**config.mk**
```make
export PLATFORM = sky130hd
export DESIGN_NAME = draw_card
export DESIGN_NICKNAME = d
export VERILOG_FILES = /design/src/rtl/draw_card.sv
export SDC_FILE = /design/constraint.sdc
export NUM_CORES = 1
export LEC_CHECK = 0
export BUFFER_PORTS_ARGS = -buffer_cell sky130_fd_sc_hd__buf_4
export CAP_MARGIN = 40
export CORE_ASPECT_RATIO = 0.6
export CORE_MARGIN = 8
export CORE_UTILIZATION = 45
export DETAILED_ROUTE_END_ITERATION = 16
export PLACE_DENSITY = 0.63
export SYNTH_ARGS = -nofsm -noshare
export SYNTH_HDL_FRONTEND = slang
export SYNTH_SLANG_ARGS = --single-unit
```
**constraint.sdc**
```tcl
create_clock -name clk -period 5 [get_ports clk]
set_clock_uncertainty 0.1 [all_clocks]
set_input_delay 0 -clock clk [delete_from_list [all_inputs] [get_ports clk]]
set_output_delay 0 -clock clk [all_outputs]
set_load 0.02 [all_outputs]
```
**src/rtl/draw_card.sv**
```systemverilog
// Card sprite renderer: walks a 16x16 raster and emits one registered plot pixel per clock.
// Face-up cards show a value bar on a light field, face-down cards show the back colour.
module draw_card #(
  parameter logic [2:0] BORDER_COLOUR  = 3'b111,
  parameter logic [2:0] BACK_COLOUR    = 3'b001,
  parameter logic [2:0] FACE_BG_COLOUR = 3'b111,
  parameter logic [2:0] FACE_COLOUR    = 3'b100
) (
  input  logic       clk,
  input  logic       reset,
  input  logic       start,
  input  logic [7:0] x0,
  input  logic [6:0] y0,
  input  logic [3:0] card_value,
  input  logic       face_up,
  output logic [7:0] x,
  output logic [6:0] y,
  output logic [2:0] colour,
  output logic       plot,
  output logic       busy,
  output logic       done
);

  typedef enum logic [1:0] {IDLE, DRAW, DONE} state_t;

  typedef struct packed {
    logic [7:0] x0;
    logic [6:0] y0;
    logic [3:0] value;
    logic       face_up;
  } card_t;

  state_t     state, state_nx;
  card_t      card;
  logic [7:0] cnt;
  logic [3:0] c, r;
  logic [3:0] bar_v;
  logic [4:0] bar_end;
  logic [2:0] pix_colour;

  assign c = cnt[3:0];
  assign r = cnt[7:4];

  // Values above 12 saturate to a full-width bar (columns 2..13).
  assign bar_v   = (card.value > 4'd12) ? 4'd12 : card.value;
  assign bar_end = 5'd1 + {1'b0, bar_v};

  always_comb begin
    pix_colour = FACE_BG_COLOUR;
    if (c == 4'd0 || c == 4'd15 || r == 4'd0 || r == 4'd15)
      pix_colour = BORDER_COLOUR;
    else if (!card.face_up)
      pix_colour = BACK_COLOUR;
    else if (r >= 4'd2 && r <= 4'd13 && c >= 4'd2 && {1'b0, c} <= bar_end)
      pix_colour = FACE_COLOUR;
  end

  always_comb begin
    state_nx = state;
    case (state)
      IDLE:    if (start) state_nx = DRAW;
      DRAW:    if (cnt == 8'd255) state_nx = DONE;
      DONE:    state_nx = IDLE;
      default: state_nx = IDLE;
    endcase
  end

  always_ff @(posedge clk or posedge reset) begin
    if (reset) begin
      state  <= IDLE;
      card   <= '0;
      cnt    <= '0;
      x      <= '0;
      y      <= '0;
      colour <= '0;
      plot   <= 1'b0;
      busy   <= 1'b0;
      done   <= 1'b0;
    end else begin
      state <= state_nx;
      plot  <= (state == DRAW);
      done  <= (state == DONE);
      // busy stays high through the done cycle; a start seen in IDLE re-raises it.
      busy  <= (state == IDLE) ? start : 1'b1;
      case (state)
        IDLE: if (start) begin
          card <= '{x0: x0, y0: y0, value: card_value, face_up: face_up};
          cnt  <= '0;
        end
        DRAW: begin
          x      <= card.x0 + {4'b0, c};
          y      <= card.y0 + {3'b0, r};
          colour <= pix_colour;
          cnt    <= cnt + 8'd1;
        end
        default: ;
      endcase
    end
  end

endmodule

```
==> impl_metrics.py <==
metrics = {
    "run_status": {
        "outcome": "completed",
    },
    "finish": {
        "fillerInstances": 509,
        "nets": 390,
        "final_layout_size_suffix_gt1_share_pct": 18.0,
        "syn2layout_area_growth_pct": 26.7,
        "stdcell_area_sq_um": 3400,
        "fin_util_pct": 60.0,
        "final_cell_mix": "nand2_1, dfrtp_1, buf_4, dlygate4sd3_1",
        "final_common_cell": "nand2_1",
        "antenna_cells": 0,
    },
    "synthesis": {
        "yosysWarnings": 0,
        "ys.flop_type": "dfrtp_1",
        "ys_types": 42,
        "syn_nets": 327,
        "synthAdderAreaFrac_pct": 8.94,
        "synth-seq-area-share_pct": 47.5,
        "syn_avg_cell_area_sq_um": 9.40,
        "synth_mux_area_share_pct": 1.12,
        "synth_compound_area_share_pct": 12.8,
        "ys_ff_latch": 51,
        "synthXorXnorAreaFrac_pct": 1.96,
        "synthSimpleGateAreaFrac_pct": 23.2,
        "postSynthCellCount": 286,
        "syn_area_sq_um": 2690,
        "synth_edf_count": 0,
        "synth_top_family_by_area": "simple AND/OR/NAND/NOR gates",
        "async_reset_ff_share_pct": 100,
    },
    "timing": {
        "slew_headroom_pct": 45.0,
        "tightest_slew_ps": 823,
        "hold_viol": 0,
        "fin_setup_tns_ps": 0,
        "worst_hold_slack_ps": 168,
        "finalMaxSlewViolations": 0,
        "timing.fmax_mhz": 454,
        "finalCritPeriodShare_pct": 44.1,
        "finalCriticalPeriod_ps": 2200,
        "rsz0062_at_grt": "no",
        "finalSetupViolCount": 0,
    },
    "clocking": {
        "ctsHtreeMaxLevel": 2,
        "cts_sinks": 51,
        "clk_pin_slew_ps": 100,
        "cts_root_buffer": "clkbuf_8",
        "cts_resized": 0,
        "cts_tree": "built",
        "cts_made_buffers": 5,
        "insertion_delay_ps": 310,
        "clock_path_buffers": 2,
    },
    "detailed_routing": {
        "drc": 0,
        "via_per_inst": 5.04,
        "first_pass_iters": 4,
        "vias": 2168,
        "ant_nets": 0,
        "drt_first_iter_violations": 73,
        "wl_mm": 5.93,
        "wl_per_cell_um": 13.8,
    },
    "critical_path": {
        "ff2ff_path_depth": 5,
        "r2r_start": "state[1]",
        "crit_type": "reg2reg",
        "start_kind": "register",
        "crit_fanout": 40,
        "crit_arrival_ps": 2290,
        "timing.reg2reg.setup_slack_ps": 2800,
        "rr_endpoint": "colour[1]",
        "required_ps": 5090,
        "end_kind": "register",
    },
    "placed_design": {
        "port_buffers": 43,
        "hpwl_mm": 4.09,
        "postPlaceCellArea_sq_um": 3070,
        "gp_congestion": 0.751,
    },
    "pwr": {
        "total_power_mw": 1.68,
        "powerDensity_nw_per_um2": 495,
        "static-leakage-power_nw": 1.62,
        "intPower_mw": 1.04,
        "switching_share_pct": 38.4,
        "power_frac_seq_pct": 41.1,
        "clkPwrFrac_pct": 17.9,
        "switching_power_mw": 0.648,
        "peakVddDrop_uv": 219,
        "power_frac_comb_pct": 41.0,
    },
    "grt": {
        "grt_use_total_pct": 14.8,
        "grt_max_degree": 41,
        "gr-total-overflow": 0,
        "antenna_found_initial": 0,
        "grt_pass1_wl_mm": 10.3,
        "grt_pass1_vias": 2243,
    },
    "floorplanning": {
        "core_sq_um": 5680,
        "dieArea_sq_um": 8780,
        "die_h_um": 75.9,
        "die_w_um": 116,
        "core.rowCount": 21,
        "io_pins": 44,
        "start_util_pct": 47.4,
    },
    "hold_path": {
        "hold_path.class": "in2async",
    },
    "run": {
        "max-cap-violations": 0,
    },
}
==> synth_stat cells (2+ instances only) <==
library cell | instances | area share (%)
nand2_1 | 88 | 12
nand4_1 | 3 | 0.70
nor4_1 | 3 | 0.70
xor2_1 | 4 | 1.3
clkbuf_1 | 2 | 0.28
nor3b_1 | 5 | 1.4
o211ai_1 | 3 | 0.84
xnor2_1 | 2 | 0.65
buf_2 | 5 | 0.93
buf_6 | 3 | 1.3
a31oi_1 | 4 | 0.93
a221oi_2 | 2 | 1.1
o31ai_1 | 9 | 2.5
dfrtp_1 | 51 | 47
o211a_1 | 2 | 0.74
o21a_1 | 4 | 1.1
ha_1 | 16 | 7.4
o21ai_0 | 16 | 3.0
nand3_1 | 6 | 1.1
a21oi_1 | 3 | 0.56
mux2i_1 | 3 | 1.1
fa_1 | 2 | 1.5
a211oi_1 | 2 | 0.56
a21o_1 | 2 | 0.56
nor2b_1 | 4 | 0.93
nor2_1 | 8 | 1.1
or3_1 | 2 | 0.47
and2_1 | 2 | 0.47
nor3_1 | 5 | 0.93
and3_1 | 2 | 0.47
inv_1 | 12 | 1.7
==> logic make-up after synthesis <==
| logic type | Yosys count |
|---|---|
| compound gates | 49 |
| xor+xnor | 6 |
| fa+ha+maj | 18 |
| buf+inv | 24 |
| flops | 51 |
| mux | 3 |
| simple gates | 135 |
==> routing by layer <==
metal	global-route usage (%)	up-vias	wire length, um
li1	-	1098	-
met1	18.2	1026	2880
met2	25.2	37	2700
met3	3.80	7	275
met4	4.71	0	68
met5	0	-	0
==> final cells by class <==
type | count | area [sq um] | share of cell area, %
sequential | 51 | 1280 | 37.5
timing repair buffer | 67 | 571 | 16.8
inverter | 13 | 48.8 | 1.43
tap | 80 | 100 | 2.94
multi-input combinational | 211 | 1290 | 37.9
clock inverter | 2 | 35.0 | 1.03
clock buffer | 6 | 82.6 | 2.43
==> flip-flops by register name (all words and copies together) (netlist names) <==
signal,flops
done,1
cnt,8
plot,1
y,7
card,20
busy,1
colour,3
state,2
x,8
==> timing repair <==
| action | 4_1_cts | 5_1_grt |
|---|---|---|
| hold buffers | 22 | 0 |
| endpoints found under the setup margin | 0 | 0 |
| buffers inserted | 0 | 0 |
| hold endpoints to repair | 42 | 0 |
==> worst max path at each step <==
stage | slack [ps] | from | end
after floorplan | 3110 | card[3] | colour[1]
after global placement | 2850 | state[1] | colour[1]
after detailed placement | 2800 | state[1] | colour[1]
after CTS | 2780 | state[1] | colour[1]
after global routing | 2630 | state[1] | colour[1]
final | 2800 | state[1] | colour[1]
==> per-stage QoR <==
step / setup WS, ps / cells
after floorplan: 3110 / 286
final: 2800 / 430
after global placement: 2850 / 399
after global routing: 2630 / 430
after CTS: 2780 / 430
after detailed placement: 2800 / 400
==> power groups by stage <==
stage          Combinational, mW  Sequential (mW)  Clock [mW]
6_report                   0.691            0.693       0.301
3_3_place_gp               0.666            0.700           0
2_1_floorplan              0.421            0.738           0
4_1_cts                    0.706            0.694       0.310
3_5_place_dp               0.687            0.702           0
5_1_grt                    0.791            0.718       0.322
==> worst max-delay path, cell delays in order (launching register included) <==
cell and delay (ps):
dfrtp_1 420, nand2b_2 550, inv_2 420, o311ai_2 180, nor4b_2 320, a211oi_1 80
Note: power is estimated with default switching activity, not from simulation.
